$ cat config.mk
export PLATFORM = sky130hd
export DESIGN_NAME = stack_unit_flat
export DESIGN_NICKNAME = d
export VERILOG_FILES = /design/src/rtl/stack_pkg.sv /design/src/rtl/stack_if.sv /design/src/rtl/stack_mem.sv /design/src/rtl/stack_unit.sv /design/src/flat_wrapper.sv
export SDC_FILE = /design/constraint.sdc
export NUM_CORES = 1
export LEC_CHECK = 0
export ABC_AREA = 0
export BUFFER_PORTS_ARGS = -buffer_cell sky130_fd_sc_hd__buf_2
export CORE_MARGIN = 2
export CORE_UTILIZATION = 40
export DETAILED_ROUTE_END_ITERATION = 12
export GPL_TIMING_DRIVEN = 0
export PLACE_DENSITY_LB_ADDON = 0.25
export SYNTH_ARGS = -nofsm -noshare
export SYNTH_HDL_FRONTEND = slang
export SYNTH_HIERARCHICAL = 1
export SYNTH_SLANG_ARGS = --single-unit
$ cat constraint.sdc
create_clock -name clk -period 3.15 [get_ports clk]
set_clock_uncertainty 0.15 [all_clocks]
set_input_delay 0.315 -clock clk [delete_from_list [all_inputs] [get_ports clk]]
set_output_delay 0.315 -clock clk [all_outputs]
set_load 0.1 [all_outputs]
$ cat src/rtl/stack_pkg.sv
// Shared constants and helpers for the LIFO stack unit.
// Holds default geometry and the derived pointer-width function.
package stack_pkg;

   localparam int DEF_WIDTH = 8;
   localparam int DEF_DEPTH = 16;

   // Pointer must hold 0..DEPTH inclusive, hence one extra bit.
   function automatic int ptr_w(input int depth);
      return $clog2(depth) + 1;
   endfunction

endpackage

$ cat src/rtl/stack_if.sv
// Command/status bundle between a stack user and stack_unit.
// master: drives push/pop/tos/clr_err/din; slave: drives dout/count/flags.
interface stack_if
   import stack_pkg::*;
#(
   parameter int WIDTH = DEF_WIDTH,
   parameter int DEPTH = DEF_DEPTH
);

   localparam int PW = ptr_w(DEPTH);

   logic             push;
   logic             pop;
   logic             tos;
   logic             clr_err;
   logic [WIDTH-1:0] din;
   logic [WIDTH-1:0] dout;
   logic [PW-1:0]    count;
   logic             empty;
   logic             full;
   logic             ovf;
   logic             unf;
   logic             cmd_err;

   modport master (
      output push, pop, tos, clr_err, din,
      input  dout, count, empty, full, ovf, unf, cmd_err
   );

   modport slave (
      input  push, pop, tos, clr_err, din,
      output dout, count, empty, full, ovf, unf, cmd_err
   );

endinterface

$ cat src/rtl/stack_mem.sv
// DEPTH x WIDTH register array: one sync write port, one async read port.
// Ports: clk, we_i, waddr_i, wdata_i, raddr_i, rdata_o. Contents not reset.
module stack_mem
   import stack_pkg::*;
#(
   parameter int WIDTH = DEF_WIDTH,
   parameter int DEPTH = DEF_DEPTH,
   localparam int AW   = $clog2(DEPTH)
) (
   input  logic             clk,
   input  logic             we_i,
   input  logic [AW-1:0]    waddr_i,
   input  logic [WIDTH-1:0] wdata_i,
   input  logic [AW-1:0]    raddr_i,
   output logic [WIDTH-1:0] rdata_o
);

   logic [WIDTH-1:0] mem_q [DEPTH];

   always_ff @(posedge clk) begin
      if (we_i) mem_q[waddr_i] <= wdata_i;
   end

   assign rdata_o = mem_q[raddr_i];

endmodule

$ cat src/rtl/stack_unit.sv
// LIFO stack: pointer, registered read data, sticky error flags, decode.
// Ports: clk, rst (async, active-high), bus (stack_if.slave).
module stack_unit
   import stack_pkg::*;
#(
   parameter int WIDTH = DEF_WIDTH,
   parameter int DEPTH = DEF_DEPTH
) (
   input  logic  clk,
   input  logic  rst,
   stack_if.slave bus
);

   localparam int PW = ptr_w(DEPTH);
   localparam int AW = $clog2(DEPTH);
   localparam logic [PW-1:0] ONE  = PW'(1);
   localparam logic [PW-1:0] MAXP = PW'(DEPTH);

   logic [PW-1:0]    sp_q, sp_d;
   logic [WIDTH-1:0] dout_q, dout_d;
   logic             ovf_q, ovf_d;
   logic             unf_q, unf_d;
   logic             cmd_q, cmd_d;
   logic             we;
   logic [AW-1:0]    rd_addr;
   logic [WIDTH-1:0] rd_data;
   logic             is_empty, is_full;
   logic             multi, do_push, do_pop, do_tos;

   assign is_empty = (sp_q == '0);
   assign is_full  = (sp_q == MAXP);

   // Decode into mutually exclusive terms so the case below is one-hot.
   assign multi   = (bus.push & bus.pop) | (bus.push & bus.tos)
                  | (bus.pop & bus.tos);
   assign do_push = bus.push & ~bus.pop & ~bus.tos;
   assign do_pop  = bus.pop & ~bus.push & ~bus.tos;
   assign do_tos  = bus.tos & ~bus.push & ~bus.pop;

   // Top entry lives at sp-1; value at sp==0 is never consumed.
   assign rd_addr = sp_q[AW-1:0] - AW'(1);

   stack_mem #(
      .WIDTH(WIDTH),
      .DEPTH(DEPTH)
   ) u_mem (
      .clk    (clk),
      .we_i   (we),
      .waddr_i(sp_q[AW-1:0]),
      .wdata_i(bus.din),
      .raddr_i(rd_addr),
      .rdata_o(rd_data)
   );

   always_comb begin
      sp_d   = sp_q;
      dout_d = dout_q;
      we     = 1'b0;
      // Clear first; an error in the same cycle overrides below.
      ovf_d  = bus.clr_err ? 1'b0 : ovf_q;
      unf_d  = bus.clr_err ? 1'b0 : unf_q;
      cmd_d  = bus.clr_err ? 1'b0 : cmd_q;
      unique case (1'b1)
         multi: cmd_d = 1'b1;
         do_push: begin
            if (is_full) begin
               ovf_d = 1'b1;
            end else begin
               we   = 1'b1;
               sp_d = sp_q + ONE;
            end
         end
         do_pop: begin
            if (is_empty) begin
               unf_d = 1'b1;
            end else begin
               dout_d = rd_data;
               sp_d   = sp_q - ONE;
            end
         end
         do_tos: begin
            if (is_empty) unf_d = 1'b1;
            else          dout_d = rd_data;
         end
         default: ;
      endcase
   end

   always_ff @(posedge clk or posedge rst) begin
      if (rst) begin
         sp_q   <= '0;
         dout_q <= '0;
         ovf_q  <= 1'b0;
         unf_q  <= 1'b0;
         cmd_q  <= 1'b0;
      end else begin
         sp_q   <= sp_d;
         dout_q <= dout_d;
         ovf_q  <= ovf_d;
         unf_q  <= unf_d;
         cmd_q  <= cmd_d;
      end
   end

   assign bus.dout    = dout_q;
   assign bus.count   = sp_q;
   assign bus.empty   = is_empty;
   assign bus.full    = is_full;
   assign bus.ovf     = ovf_q;
   assign bus.unf     = unf_q;
   assign bus.cmd_err = cmd_q;

endmodule

$ cat src/flat_wrapper.sv
// flat-port wrapper written by rule: the top's interface ports become plain ports
module stack_unit_flat import stack_pkg::*;
#(
   parameter int WIDTH = DEF_WIDTH,
   parameter int DEPTH = DEF_DEPTH
)
  (clk, rst, bus_push, bus_pop, bus_tos, bus_clr_err, bus_din, bus_dout, bus_count, bus_empty, bus_full, bus_ovf, bus_unf, bus_cmd_err);
  stack_if #(.WIDTH(WIDTH), .DEPTH(DEPTH)) bus_i ();
  input  logic clk;
  input  logic rst;
  input wire logic [$bits(bus_i.push)-1:0] bus_push;
  input wire logic [$bits(bus_i.pop)-1:0] bus_pop;
  input wire logic [$bits(bus_i.tos)-1:0] bus_tos;
  input wire logic [$bits(bus_i.clr_err)-1:0] bus_clr_err;
  input wire logic [$bits(bus_i.din)-1:0] bus_din;
  output wire logic [$bits(bus_i.dout)-1:0] bus_dout;
  output wire logic [$bits(bus_i.count)-1:0] bus_count;
  output wire logic [$bits(bus_i.empty)-1:0] bus_empty;
  output wire logic [$bits(bus_i.full)-1:0] bus_full;
  output wire logic [$bits(bus_i.ovf)-1:0] bus_ovf;
  output wire logic [$bits(bus_i.unf)-1:0] bus_unf;
  output wire logic [$bits(bus_i.cmd_err)-1:0] bus_cmd_err;
  assign bus_i.push = bus_push;
  assign bus_i.pop = bus_pop;
  assign bus_i.tos = bus_tos;
  assign bus_i.clr_err = bus_clr_err;
  assign bus_i.din = bus_din;
  assign bus_dout = bus_i.dout;
  assign bus_count = bus_i.count;
  assign bus_empty = bus_i.empty;
  assign bus_full = bus_i.full;
  assign bus_ovf = bus_i.ovf;
  assign bus_unf = bus_i.unf;
  assign bus_cmd_err = bus_i.cmd_err;
  stack_unit #(.WIDTH(WIDTH), .DEPTH(DEPTH)) u_core (.clk(clk), .rst(rst), .bus(bus_i));
endmodule
Yosys cells after proc, flatten, opt, wreduce, memory -nomap -nowiden --
Memory sizes are Yosys's and may differ from the RTL's. A register that Yosys moved wholly into a read port is not among the register bits. Index checks and enable logic that the tools add are counted.
Storage, ports and cells: register bits 8, memory bits (writable) 128, input bits 14, logic and storage cells 47, memories 1
Memory list:
- u_core.u_mem.mem_q | depth 16, bits a word 8, read ports 1, clocked after memory_dff 1, write ports 1, RTL line stack_mem.sv:18 | logic [WIDTH-1:0] mem_q [DEPTH];
Operators by class: add/sub/neg operators 3, eq/ne operators 3, multiplexer cells 15, bitwise operators 15, reductions and logical operators 6
Operators by type and width (number):
- $mux W1 | 12
- $mux W5 | 2
- $pmux W5 S2 | 1
- $and A1 B1 Y1 | 9
- $add A5 B1 Y5 const B | 1
- $eq A5 B5 Y1 const B | 1
- $logic_not A5 Y1 | 1
- $sub A5 B1 Y5 const B | 1
- $ne A2 B2 Y1 const B | 2
- $not A1 Y1 | 4
- $reduce_bool A2 Y1 | 2
- $sub A4 B1 Y4 const B | 1
- $reduce_and A3 Y1 | 1
- $or A1 B1 Y1 | 2
- $reduce_and A2 Y1 | 1
- $reduce_or A2 Y1 | 1

Depth between registers and ports, before layout --
depth in word-level cells 6, gate-level depth with buffers 9

Cells and area by module --
The synthesis kept the hierarchy.
By module, submodules not included:
- stack_mem | instances 1, cells an instance 221, area an instance 4987.3 µm²
- stack_unit | instances 1, cells an instance 82, area an instance 960.9 µm²

Worst setup path after synthesis --
Ideal clock, no wire load.
path type register to register, start point register u_core.sp_q[0], in the netlist u_core/bus.count[0], end point memory u_core/u_mem/mem_q[0][0] (netlist bit), enable pin, library setup time 383 ps, data arrival time 3740 ps, setup slack -1123 ps, cell stages (with the launch flop) 9, buffers on the path 0, clock period less this slack 4273 ps, path through dfrtp_1 > inv_1 > ha_1 > nor3b_1 > nand2_1 > inv_1 > nor2_1 > or3b_2 > nor3_1
On the way: word-level cells in the longest chain between the ends 5
RTL lines:
- start, declared | RTL line stack_unit.sv:19 | logic [PW-1:0] sp_q, sp_d;
- start signal, assigned | RTL line stack_unit.sv:97 | sp_q <= sp_d;
- $eq A5 B5 Y1 | RTL line stack_unit.sv:31 | assign is_full = (sp_q == MAXP);
- via bus_full | RTL line flat_wrapper.sv:19 | output wire logic [$bits(bus_i.full)-1:0] bus_full;
- $mux W1 | RTL line stack_unit.sv:66 | if (is_full) begin
- $mux W1 | RTL line stack_unit.sv:63 | unique case (1'b1)
- via u_core.we | RTL line stack_unit.sv:24 | logic we;
- $mux W1 | RTL line stack_mem.sv:21 | if (we_i) mem_q[waddr_i] <= wdata_i;
- $mux W1 (not written as such) | RTL line stack_mem.sv:21
- end, declared | RTL line stack_mem.sv:18
The timed path passes the listed nets, and every way through them passes these cells.

Worst setup path in the final report --
start point register u_core.sp_q[1], in the netlist u_core/bus.count[1], end point register u_core.dout_q[1], in the netlist u_core/bus.dout[1]
On the way: elaborated cells on any way between the ends 4, classes of those cells add/sub (1); bitwise (1); reduce/logical (2)
RTL lines:
- $sub A4 B1 Y4 | RTL line stack_unit.sv:41 | assign rd_addr = sp_q[AW-1:0] - AW'(1);
- via u_core.rd_addr[1] | RTL line stack_unit.sv:25 | logic [AW-1:0] rd_addr;
- end signal, assigned | RTL line stack_unit.sv:98 | dout_q <= dout_d;
- end, declared | RTL line stack_unit.sv:20 | logic [WIDTH-1:0] dout_q, dout_d;
The timed path passes the listed nets, and every way through them passes these cells. A chain may end at the register's enable or synchronous reset.

==> impl_summary.md <==
Status
The run finished with clean final reports.

Layout
In the final layout, the share of cells above drive strength 1 is 0.335. The final layout contains 372 nets. The non-filler instance count after layout is 551. The number of antenna diodes in the final layout is 0.

The final design utilization is 0.489. The area growth from synthesis to layout is 19.5%. The filler cells instantiated in the layout total 1,188.

Clock network
The maximum root-to-sink buffer count is 2. The count of H-tree levels built during CTS is 4. The clock tree root buffer cell is clkbuf_16.

The buffer count from post-CTS setup fixing is 0. The clock reaches the later pin of the worst-skew pair after 0.42 ns. Clock-pin slew was measured on the worst setup and hold paths at 0.06 ns. TritonCTS built the clock tree.

The total clock buffers created by CTS is 17. The number of gates resized after CTS was 0. The sink count of the clock tree is 144.

Global route
In the global route stage, overall resource usage came out at 0.159. The number of antenna violations at the first check in global routing is 0. The global route total overflow is 0. The first-pass GRT wire length is 18.0 mm.

The via count of the first global-routing pass is 2,963. Entering global routing, the biggest net connects 17 pins.

Floorplanning
For this configuration, the core starts out at a cell density of 0.409. In this run the horizontal extent of the chip is 126 um. The initialized floorplan defines 44 standard-cell rows.

The area of the placeable core is 0.0145 mm^2. The total I/O pin count is 32. The floorplan step defined a die boundary enclosing 0.0159 mm^2. The die is 126 um tall.

Detailed routing
The DRC violation total after the first TritonRoute iteration is 197. After detailed routing, the number of remaining DRC violations is 0. The number of detailed-routing iterations run before antenna repair is 4. After detailed routing, the number of vias per cell comes to 5.36. The number of routed nets with antenna violations is 0. The total routed wirelength is 11.7 mm. The via count is 2,955.

Dividing the detail-routed wire length by the instance count gives 21.3 um.

Setup path
The critical path contains buffers and inverters numbering 3 combined. In this design, the stage delay of the slowest critical-path cell is 0.58 ns. In this design, the largest share of critical-path delay is due to multiplexers. The sort of element at the start of the critical path is a register. Of all nets on the critical path, the largest fanout is 14.

The cell with the largest stage delay on the worst path is dfrtp_4. The data arrival time of the critical path is 2.88 ns. The startpoint of the worst setup timing path is u_core/bus.count[1]. The startpoint identified for the worst register-to-register timing path is u_core/bus.count[1].

The setup path with the least slack is of type register to register. Walking the worst path, the cells encountered are inv_4 -> ha_4 -> inv_1 -> buf_2 -> mux4_1 -> a22oi_1 -> nand2_1 -> mux2_4. The critical path endpoint category is a register. The required arrival time at the worst endpoint is 3.29 ns.

Place
Buffers placed on the I/O ports in this run total 30. The cell count after placement is 517. The HPWL after detailed placement is 7.75 mm. At the end of routability-driven placement, the weighted congestion stood at 0.741.

Timing
The highest clock frequency the design can meet is 366 MHz. The shortest period the worst path allows is 2.73 ns. The setup violation total in the final timing report is 0.

In the final timing run, aggregate negative setup slack is 0 ns. Headroom to the max-slew limit came out at 0.431. The fraction of the cycle the final worst path needs is 0.868. The number of hold-slack violations in the final timing report came to 0.

Setup repair after global routing left no endpoint under its margin. The max-slew violation count came to 0. The tightest hold path in the finished design has a slack of 0.123 ns.

The slew at the pin with the worst max-slew slack is 0.851 ns.

Min path
The startpoint of the most critical hold path is bus_push. The class of the most critical hold timing path is input port to register.

Power
The share of total power dissipated in the clock network is 0.296. The combinational power share is 0.391. For this design the static power due to leakage is 2.48 nW. Power spread over the standard cell area amounts to 1080 mW/mm^2. The internal power of the cells totals 4.87 mW. The share of total power dissipated in sequential elements is 0.313. The switching power summed over all nets is 2.78 mW. The largest voltage drop on the vdd net is 0.477 mV. Of the total power, the share spent switching nets is 0.363.

Synth
The number of cells produced by synthesis is 303. The total number of yosys warnings is 6. The prevailing post-synth register cell is edfxtp_1. By area the synthesized netlist is led by edfxtp_1 65%, mux4_2 6.8%, dfrtp_1 6.7%. The average size of a mapped cell is 19.6 um^2. The count of flip-flops with a built-in enable after synthesis is 128. The post-synthesis net count is 321. The most common cell in the synthesized netlist is edfxtp_1. The flop and latch count out of synthesis is 144. After synthesis, the share of flip-flops with an asynchronous set or reset is 0.111.

Of the synthesized area, sequential elements account for 0.714. The mapped netlist covers 0.00595 mm^2. The cell type with the largest total area after synthesis is edfxtp_1. The count of different cell masters after synthesis is 40.

By count the netlist is led by 128 x edfxtp_1, 18 x mux4_2, 17 x nor2_1. The fraction of synthesized cell area taken by the top area cell type is 0.646.

Run
The max-capacitance violation count is 0.
flip-flops by register name, indices dropped and copies added (netlist names):
name	flops
u_core/bus.count	5
u_core/bus.ovf	1
u_core/u_mem/mem_q	128
u_core/bus.dout	8
u_core/bus.cmd_err	1
u_core/bus.unf	1
metrics by stage:
stage	power [mW]	cell area [um^2]	setup WS [ns]
after global placement	5.43	6420	0.363
after global routing	7.99	7110	0.269
after floorplan	4.71	6040	-0.0336
final	7.65	7110	0.417
after detailed placement	5.45	6420	0.387
after CTS	7.74	7110	0.374
metal layers:
layer  up-vias  track usage  share of wire
li1       1338            -              -
met1      1525        0.216           0.44
met2        82        0.246           0.49
met3        10       0.0438          0.053
met4         0       0.0614          0.010
met5         -            0              0
placed cells by master (no fill, tap or decap), drive strengths merged, types with 5 or more instances in the layout:
cell type / Yosys / layout
buf: 9 / 39
o21ai: 5 / 5
edfxtp: 128 / 128
nand2: 12 / 12
dfrtp: 16 / 16
bufinv: 0 / 7
mux4: 32 / 32
inv: 10 / 9
mux2: 8 / 8
xnor2: 6 / 6
clkbuf: 0 / 19
a22oi: 16 / 16
nor2: 19 / 19
nor3: 7 / 7
clkinv: 0 / 6
tightest hold or removal path, cell delays in order:
cell and delay, ns:
buf_2 0.14, a21oi_1 0.05, o22ai_1 0.11
timing repair:
item / CTS / global route
endpoints found under the setup margin: 0 / 0
hold buffers: 2 / 0
endpoints found under the hold margin: 19 / 0
cells by family (layout without fill, tap and decap cells):
family          Yosys count  in the layout  synth area share
xor+xnor                 10             10            0.0147
compound gates           29             29            0.0377
mux                      40             40             0.150
simple gates             54             54            0.0515
fa+ha+maj                 4              4           0.00841
flops                   144            144             0.714
buf+inv                  22             86            0.0240
power groups by stage:
stage / registers, mW / clock network (mW) / logic (mW)
global placement: 2.43 / 0 / 3.00
finish: 2.40 / 2.26 / 2.99
detailed placement: 2.44 / 0 / 3.02
CTS: 2.40 / 2.31 / 3.03
floorplan: 3.02 / 0 / 1.68
global route: 2.42 / 2.39 / 3.18
worst paths after layout:
| check | endpoint | slack, ns | depth (start not counted) |
|---|---|---|---|
| max in group asynchronous | u_core/bus.count[1] | 2.00 | 3 |
| hold / removal | u_core/bus.cmd_err | 0.12 | 3 |
| hold reg to reg | u_core/bus.dout[7] | 0.35 | 1 |
| min in group asynchronous | u_core/bus.count[0] | 0.38 | 3 |
| setup / recovery | u_core/bus.dout[1] | 0.42 | 8 |
| setup reg to reg | u_core/bus.dout[1] | 0.42 | 8 |
final cells by class:
class / instances / area, um^2 / area share
flip-flops and latches: 144 / 4250 / 0.598
multi-input cells: 137 / 1630 / 0.229
clock buffers: 19 / 433 / 0.0609
clock inverters: 13 / 240 / 0.0338
well taps: 184 / 230 / 0.0324
repair buffers: 32 / 170 / 0.0239
plain buffers: 12 / 105 / 0.0148
inverters: 10 / 46.3 / 0.00651
(Power assumes the default switching activity.)
